## src/rtl/frame_sequencer_if.sv

```systemverilog
// rtl/frame_sequencer_if.sv - acquisition command handshake bundle
interface frame_sequencer_if;
    logic        cfg_valid;
    logic        cfg_ready;
    logic [15:0] cfg_frame_count;
    logic [15:0] cfg_integration_time;
    logic [11:0] cfg_row_start;
    logic [11:0] cfg_row_end;
    logic [11:0] cfg_col_start;
    logic [11:0] cfg_col_end;

    modport master (
        output cfg_valid, cfg_frame_count, cfg_integration_time,
               cfg_row_start, cfg_row_end, cfg_col_start, cfg_col_end,
        input  cfg_ready
    );

    modport slave (
        input  cfg_valid, cfg_frame_count, cfg_integration_time,
               cfg_row_start, cfg_row_end, cfg_col_start, cfg_col_end,
        output cfg_ready
    );
endinterface

```

## src/rtl/frame_sequencer.sv

```systemverilog
// rtl/frame_sequencer.sv - multi-frame acquisition sequencer for the panel timing generator
module frame_sequencer #(
    parameter int GAP_CYCLES    = 4,
    parameter int BUSY_TIMEOUT  = 16,
    parameter int FRAME_TIMEOUT = 200000
) (
    input  logic              clk,
    input  logic              rst,
    frame_sequencer_if.slave  cfg,
    input  logic              abort,
    output logic              tg_frame_start,
    output logic              tg_frame_reset,
    output logic [15:0]       tg_integration_time,
    output logic [11:0]       tg_row_start,
    output logic [11:0]       tg_row_end,
    output logic [11:0]       tg_col_start,
    output logic [11:0]       tg_col_end,
    input  logic              tg_frame_busy,
    input  logic              tg_frame_complete,
    output logic              seq_busy,
    output logic              seq_done,
    output logic [15:0]       frames_done,
    output logic [1:0]        err_code
);
    localparam logic [2:0] IDLE      = 3'd0;
    localparam logic [2:0] CHECK     = 3'd1;
    localparam logic [2:0] START     = 3'd2;
    localparam logic [2:0] WAIT_BUSY = 3'd3;
    localparam logic [2:0] WAIT_DONE = 3'd4;
    localparam logic [2:0] GAP       = 3'd5;
    localparam logic [2:0] FAULT     = 3'd6;

    // Limits are one less than the timeouts because the watchdog is 0 on the first cycle of a state.
    localparam logic [17:0] WD_MAX     = '1;
    localparam logic [17:0] BUSY_LIM   = 18'(BUSY_TIMEOUT - 1);
    localparam logic [17:0] FRAME_LIM  = 18'(FRAME_TIMEOUT - 1);
    localparam logic [17:0] GAP_LIM    = 18'(GAP_CYCLES - 1);

    logic [2:0]  state, next_state;
    logic [17:0] wd;
    logic [15:0] frame_count;
    logic        busy_q;
    logic        bad_cfg, abort_hit, frame_end, last_frame;

    always_comb begin
        bad_cfg    = (frame_count == 16'd0) || (tg_integration_time == 16'd0) ||
                     (tg_row_end < tg_row_start) || (tg_col_end < tg_col_start);
        abort_hit  = abort && (state != IDLE) && (state != CHECK);
        frame_end  = (state == WAIT_DONE) && !abort_hit &&
                     (tg_frame_complete || (busy_q && !tg_frame_busy));
        last_frame = (frames_done + 16'd1) == frame_count;

        next_state = state;
        case (state)
            IDLE:      if (cfg.cfg_valid) next_state = CHECK;
            CHECK:     next_state = bad_cfg ? IDLE : START;
            START:     next_state = WAIT_BUSY;
            WAIT_BUSY: begin
                if (tg_frame_busy)         next_state = WAIT_DONE;
                else if (wd >= BUSY_LIM)   next_state = FAULT;
            end
            WAIT_DONE: begin
                if (frame_end)             next_state = last_frame ? IDLE : GAP;
                else if (wd >= FRAME_LIM)  next_state = FAULT;
            end
            GAP:       if (wd >= GAP_LIM) next_state = START;
            FAULT:     next_state = IDLE;
            default:   next_state = IDLE;
        endcase
        if (abort_hit) next_state = IDLE;
    end

    always_ff @(posedge clk) begin
        if (rst) begin
            state               <= IDLE;
            wd                  <= '0;
            busy_q              <= 1'b0;
            frame_count         <= '0;
            cfg.cfg_ready       <= 1'b1;
            tg_frame_start      <= 1'b0;
            tg_frame_reset      <= 1'b0;
            tg_integration_time <= '0;
            tg_row_start        <= '0;
            tg_row_end          <= '0;
            tg_col_start        <= '0;
            tg_col_end          <= '0;
            seq_busy            <= 1'b0;
            seq_done            <= 1'b0;
            frames_done         <= '0;
            err_code            <= 2'd0;
        end else begin
            state          <= next_state;
            wd             <= (next_state != state) ? '0 :
                              ((wd == WD_MAX) ? wd : wd + 18'd1);
            busy_q         <= tg_frame_busy;
            cfg.cfg_ready  <= (next_state == IDLE);
            seq_busy       <= (next_state != IDLE);
            tg_frame_start <= (next_state == START);
            tg_frame_reset <= abort_hit || (next_state == FAULT);
            seq_done       <= frame_end && last_frame;

            if (state == IDLE && cfg.cfg_valid) begin
                frame_count         <= cfg.cfg_frame_count;
                tg_integration_time <= cfg.cfg_integration_time;
                tg_row_start        <= cfg.cfg_row_start;
                tg_row_end          <= cfg.cfg_row_end;
                tg_col_start        <= cfg.cfg_col_start;
                tg_col_end          <= cfg.cfg_col_end;
                frames_done         <= '0;
                err_code            <= 2'd0;
            end
            if (state == CHECK && bad_cfg) err_code <= 2'd1;
            if (next_state == FAULT)       err_code <= 2'd2;
            if (abort_hit)                 err_code <= 2'd3;
            if (frame_end)                 frames_done <= frames_done + 16'd1;
        end
    end
endmodule

```

## src/flat_wrapper.sv

```systemverilog
// flat-port wrapper written by rule: the top's interface ports become plain ports
module frame_sequencer_flat 
#(
    parameter int GAP_CYCLES    = 4,
    parameter int BUSY_TIMEOUT  = 16,
    parameter int FRAME_TIMEOUT = 200000
)
  (clk, rst, abort, tg_frame_start, tg_frame_reset, tg_integration_time, tg_row_start, tg_row_end, tg_col_start, tg_col_end, tg_frame_busy, tg_frame_complete, seq_busy, seq_done, frames_done, err_code, cfg_cfg_valid, cfg_cfg_frame_count, cfg_cfg_integration_time, cfg_cfg_row_start, cfg_cfg_row_end, cfg_cfg_col_start, cfg_cfg_col_end, cfg_cfg_ready);
  frame_sequencer_if cfg_i ();
  input  logic clk;
  input  logic rst;
  input  logic abort;
  output logic tg_frame_start;
  output logic tg_frame_reset;
  output logic [15:0] tg_integration_time;
  output logic [11:0] tg_row_start;
  output logic [11:0] tg_row_end;
  output logic [11:0] tg_col_start;
  output logic [11:0] tg_col_end;
  input  logic tg_frame_busy;
  input  logic tg_frame_complete;
  output logic seq_busy;
  output logic seq_done;
  output logic [15:0] frames_done;
  output logic [1:0] err_code;
  input wire logic [$bits(cfg_i.cfg_valid)-1:0] cfg_cfg_valid;
  input wire logic [$bits(cfg_i.cfg_frame_count)-1:0] cfg_cfg_frame_count;
  input wire logic [$bits(cfg_i.cfg_integration_time)-1:0] cfg_cfg_integration_time;
  input wire logic [$bits(cfg_i.cfg_row_start)-1:0] cfg_cfg_row_start;
  input wire logic [$bits(cfg_i.cfg_row_end)-1:0] cfg_cfg_row_end;
  input wire logic [$bits(cfg_i.cfg_col_start)-1:0] cfg_cfg_col_start;
  input wire logic [$bits(cfg_i.cfg_col_end)-1:0] cfg_cfg_col_end;
  output wire logic [$bits(cfg_i.cfg_ready)-1:0] cfg_cfg_ready;
  assign cfg_i.cfg_valid = cfg_cfg_valid;
  assign cfg_i.cfg_frame_count = cfg_cfg_frame_count;
  assign cfg_i.cfg_integration_time = cfg_cfg_integration_time;
  assign cfg_i.cfg_row_start = cfg_cfg_row_start;
  assign cfg_i.cfg_row_end = cfg_cfg_row_end;
  assign cfg_i.cfg_col_start = cfg_cfg_col_start;
  assign cfg_i.cfg_col_end = cfg_cfg_col_end;
  assign cfg_cfg_ready = cfg_i.cfg_ready;
  frame_sequencer #(.GAP_CYCLES(GAP_CYCLES), .BUSY_TIMEOUT(BUSY_TIMEOUT), .FRAME_TIMEOUT(FRAME_TIMEOUT)) u_core (.clk(clk), .rst(rst), .cfg(cfg_i), .abort(abort), .tg_frame_start(tg_frame_start), .tg_frame_reset(tg_frame_reset), .tg_integration_time(tg_integration_time), .tg_row_start(tg_row_start), .tg_row_end(tg_row_end), .tg_col_start(tg_col_start), .tg_col_end(tg_col_end), .tg_frame_busy(tg_frame_busy), .tg_frame_complete(tg_frame_complete), .seq_busy(seq_busy), .seq_done(seq_done), .frames_done(frames_done), .err_code(err_code));
endmodule
```

## config.mk

```make
export PLATFORM = sky130hd
export DESIGN_NAME = frame_sequencer_flat
export DESIGN_NICKNAME = d
export VERILOG_FILES = /design/src/rtl/frame_sequencer_if.sv /design/src/rtl/frame_sequencer.sv /design/src/flat_wrapper.sv
export SDC_FILE = /design/constraint.sdc
export NUM_CORES = 1
export LEC_CHECK = 0
export BUFFER_PORTS_ARGS = -buffer_cell sky130_fd_sc_hd__buf_4
export CAP_MARGIN = 40
export CORE_MARGIN = 1.5
export CORE_UTILIZATION = 49
export DETAILED_ROUTE_END_ITERATION = 10
export PLACE_DENSITY = 0.79
export SKIP_LAST_GASP = 1
export SLEW_MARGIN = 20
export SYNTH_ARGS = -nofsm -noshare
export SYNTH_HDL_FRONTEND = slang
export SYNTH_SLANG_ARGS = --single-unit
```

## constraint.sdc

```tcl
create_clock -name clk -period 3.5 [get_ports clk]
set_clock_uncertainty 0.2 [all_clocks]
set_input_delay 0.35 -clock clk [delete_from_list [all_inputs] [get_ports clk]]
set_output_delay 0.35 -clock clk [all_outputs]
set_load 0.01 [all_outputs]
```

==> flow_results.org <==
** Detailed routing
- The final route contains 6736 vias.
- Number of iterations in the first detailed-routing pass :: 5
- In the final routed layout, each cell accounts on average for 16.05 um.
- Routed Wire Length :: 19770 um
- After detailed routing, the number of remaining DRC violations is 0.
- Drt first-iter violations :: 474
- The detail route stage leaves a number of antenna-violating nets equal to 0.
- Dividing the detail-routed via count by the number of cells gives 5.468.

** Floorplanning
- For this configuration, the core starts out at a cell density of 49.93%.
- Total number of placement rows :: 41
- Io pins :: 173
- The die is 115.9 um tall.
- Core Footprint :: 12520 um^2
- In this run the horizontal extent of the chip is 115.9 um.
- The die covers 13440 um^2.

** Global route
- Across every metal layer, demand over resource in global routing totals 29.64%.
- The first global-routing pass estimated 31060 um of wire.
- The initial antenna violation count was 0.
- Pin count of the biggest net entering global routing :: 66
- Via count of the first global-routing pass :: 6453
- GRT overflow :: 0

** Timing
- After layout, the worst path uses 86.55% of the clock period.
- Relative slew slack :: 54.12%
- Setup repair after global routing left no endpoint under its margin.
- In the final timing run, aggregate negative setup slack is 0 ns.
- Timing would allow up to 0.3301 GHz.
- Final-report hold violation count :: 0
- Post-layout min period :: 3.029 ns
- For the pin with the worst max-slew slack, the measured transition is 0.6881 ns.
- Final Max Tran Viols :: 0
- Setup violations remaining at the end of the flow were counted as 0.

** CTS
- Clock-pin transition on the worst setup and hold timing paths :: 0.05 ns
- The H-tree was split into 4 levels.
- TritonCTS built the clock tree.
- Post_cts resized :: 0
- Worst-case clock buffer depth :: 2
- CTS hold repair buffers :: 79
- Number of setup buffers added after CTS :: 0
- In this run, CTS created clock tree buffers numbering 17.
- Clk Latency, worst-skew pair :: 0.43 ns
- The root buffer cell chosen for the clock tree is sky130_fd_sc_hd__clkbuf_16.
- Clock net sink count :: 125

** Final layout
- Commonest cells after routing, fill and taps aside :: sky130_fd_sc_hd__nand2_1, sky130_fd_sc_hd__buf_4, sky130_fd_sc_hd__dfxtp_1, sky130_fd_sc_hd__a21oi_1, sky130_fd_sc_hd__dlygate4sd3_1
- Relative to the synthesized area, the layout overhead comes to 45.41%.
- Most common cell after layout, fill and taps aside :: sky130_fd_sc_hd__nand2_1
- Number of diodes :: 0
- Fin nets :: 1157
- Proportion of layout cells with a drive suffix above 1 :: 21.23%
- Filler cells :: 936

** Critical path
- Worst setup path category :: flop to flop
- Along the worst path, the maximum fanout reaches 18.
- The worst setup path is captured at a flop.
- STA classifies the critical path startpoint as a flop.
- The worst register-to-register path has a depth of 8.
- Endpoint required time on the critical path :: 3.58 ns
- STA puts the critical path data arrival time at 3.11 ns.

** Power
- PnR Total Power :: 4.143 mW
- Pwr per Cell Area :: 455.9 nW/um^2
- For this design the static power due to leakage is 3.775 nW.
- VDD sags by at most 0.3149 mV.

** Synth
- Counting flops with a built-in enable in the synthesized netlist gives 0.
- Summed over its instances, the top area cell type makes up 40.04% of the synthesized netlist area.
- Post-Syn Nets :: 922
- Cell types occupying the most area after synthesis :: sky130_fd_sc_hd__dfxtp_1, sky130_fd_sc_hd__nand2_1, sky130_fd_sc_hd__a21oi_1
- The largest total area in the synthesized netlist belongs to sky130_fd_sc_hd__dfxtp_1.
- In this run, distinct cell masters in the synthesized netlist total 56.
- Yosys printed 0 warnings.
- Synth async-reset ratio :: 0%
- Syn Inst Count :: 812
- Register bit count reported by yosys :: 125
- In this run the mean area of a mapped cell was 7.697 um^2.
- Most used flip-flop cell after synthesis :: sky130_fd_sc_hd__dfxtp_1
- Netlist Area Pre-Place :: 6250 um^2
- Proportion of synthesized chip area in sequential cells :: 40.04%

** Place
- Port Buffer Count :: 172
- Final weighted congestion in routability-driven placement :: 0.9401
- After legalization and detailed placement, the total HPWL measured 12290 um.

** Run status
- Outcome :: finished clean

** Job
- Max-cap violations in this run came to 0.

** Hold path
- Counting instances, the worst hold path has a depth of 3.
- The path class of the tightest hold or removal check is primary input to flop.
## final cells by class
| type | instances | area (um^2) | area share (%) |
|---|---|---|---|
| Clock buffer | 19 | 432.9 | 4.764 |
| Clock inverter | 13 | 190.2 | 2.093 |
| Inverter | 27 | 101.3 | 1.115 |
| Multi-Input combinational cell | 614 | 3458 | 38.06 |
| Sequential cell | 125 | 2502 | 27.54 |
| Tap cell | 172 | 215.2 | 2.368 |
| Timing Repair Buffer | 262 | 2187 | 24.07 |
## where the power goes
group          internal [mW]  switching (mW)  total (mW)
clock network           1.19           0.672        1.87
registers               1.50          0.0770        1.58
logic                  0.343           0.355       0.697
total                   3.04            1.10        4.14
## cell families (layout without fill, tap and decap cells)
family                   count (synthesis)  in the layout  synth area share (%)
flip-flops                             125            125                 40.04
buffers and inverters                   73            321                 4.785
adder cells (fa/ha/maj)                 24             24                 4.805
AND/OR/NAND/NOR                        372            372                 28.29
AO/OA/AOI/OAI                          182            182                 16.98
multiplexers                             3              3                0.4805
XOR/XNOR                                33             33                 4.625
## synthesized netlist by cell type (5+ instances only)
master / count
sky130_fd_sc_hd__nand4_1: 15
sky130_fd_sc_hd__a31oi_1: 7
sky130_fd_sc_hd__inv_1: 27
sky130_fd_sc_hd__xnor2_1: 20
sky130_fd_sc_hd__a211oi_1: 11
sky130_fd_sc_hd__nor2b_1: 7
sky130_fd_sc_hd__nor3_1: 13
sky130_fd_sc_hd__xor2_1: 13
sky130_fd_sc_hd__and4_1: 6
sky130_fd_sc_hd__nand3_1: 19
sky130_fd_sc_hd__nand3b_1: 5
sky130_fd_sc_hd__buf_2: 8
sky130_fd_sc_hd__o21ai_0: 24
sky130_fd_sc_hd__nand2_1: 196
sky130_fd_sc_hd__ha_1: 24
sky130_fd_sc_hd__nor2_1: 54
sky130_fd_sc_hd__and3_1: 7
sky130_fd_sc_hd__a21oi_1: 110
sky130_fd_sc_hd__dfxtp_1: 125
sky130_fd_sc_hd__clkbuf_1: 36
sky130_fd_sc_hd__nor4_1: 15
sky130_fd_sc_hd__nor3b_1: 6
sky130_fd_sc_hd__a21o_1: 6
sky130_fd_sc_hd__or3_1: 6
## state kept, by name, summed over array words and instances (netlist names), 2 cells and up
signal / flops
u_core.frame_count: 16
u_core.tg_integration_time: 16
u_core.tg_row_start: 12
u_core.tg_col_start: 12
u_core.err_code: 2
u_core.tg_col_end: 12
u_core.wd: 18
u_core.state: 3
u_core.tg_row_end: 12
u_core.frames_done: 16
## per-stage QoR
step / cell area (um^2) / hold slack, ns / instances / util [%] / setup WS [ns]
CTS: 9077 / 0.0005845 / 1231 / 72.52 / 0.4744
global placement: 7636 / 0.2578 / 1119 / 61.01 / 0.5945
finish: 9087 / 0.05447 / 1232 / 72.60 / 0.4708
global route: 9087 / 0.06585 / 1232 / 72.60 / 0.2327
detailed placement: 7664 / 0.2588 / 1120 / 61.23 / 0.5298
floorplan: 6250 / 0.2605 / 812 / - / 0.7130
## worst max-delay path, cell delays in order (launching register included)
cell and delay (ns):
sky130_fd_sc_hd__dfxtp_1 0.46, sky130_fd_sc_hd__ha_1 0.31, sky130_fd_sc_hd__nand3_2 0.11, sky130_fd_sc_hd__or4_1 0.55, sky130_fd_sc_hd__o31ai_2 0.31, sky130_fd_sc_hd__and4_1 0.27, sky130_fd_sc_hd__a21oi_2 0.08, sky130_fd_sc_hd__o2111ai_4 0.47
sky130_fd_sc_hd__nor3_1 0.12
## final timing paths
path | startpoint | to | slack [ns]
min | cfg_cfg_row_start[0] | u_core.tg_row_start[0]$_SDFFE_PP0P_ | 0.05
min reg2reg | u_core.tg_row_start[0]$_SDFFE_PP0P_ | u_core.tg_row_start[0]$_SDFFE_PP0P_ | 0.27
max | u_core.frames_done[0]$_SDFFE_PP0P_ | u_core.wd[5]$_SDFFE_PP0P_ | 0.47
max reg2reg | u_core.frames_done[0]$_SDFFE_PP0P_ | u_core.wd[5]$_SDFFE_PP0P_ | 0.47
## layer usage
| metal | global-route usage [%] | share of wire (%) | up-vias |
|---|---|---|---|
| met5 | 0 | 0 | - |
| met4 | 10.98 | 2.2 | 0 |
| met3 | 8.630 | 8.0 | 41 |
| met2 | 51.73 | 49 | 299 |
| met1 | 34.46 | 41 | 3106 |
| li1 | - | - | 3290 |
Note: power is estimated with default switching activity, not from simulation.
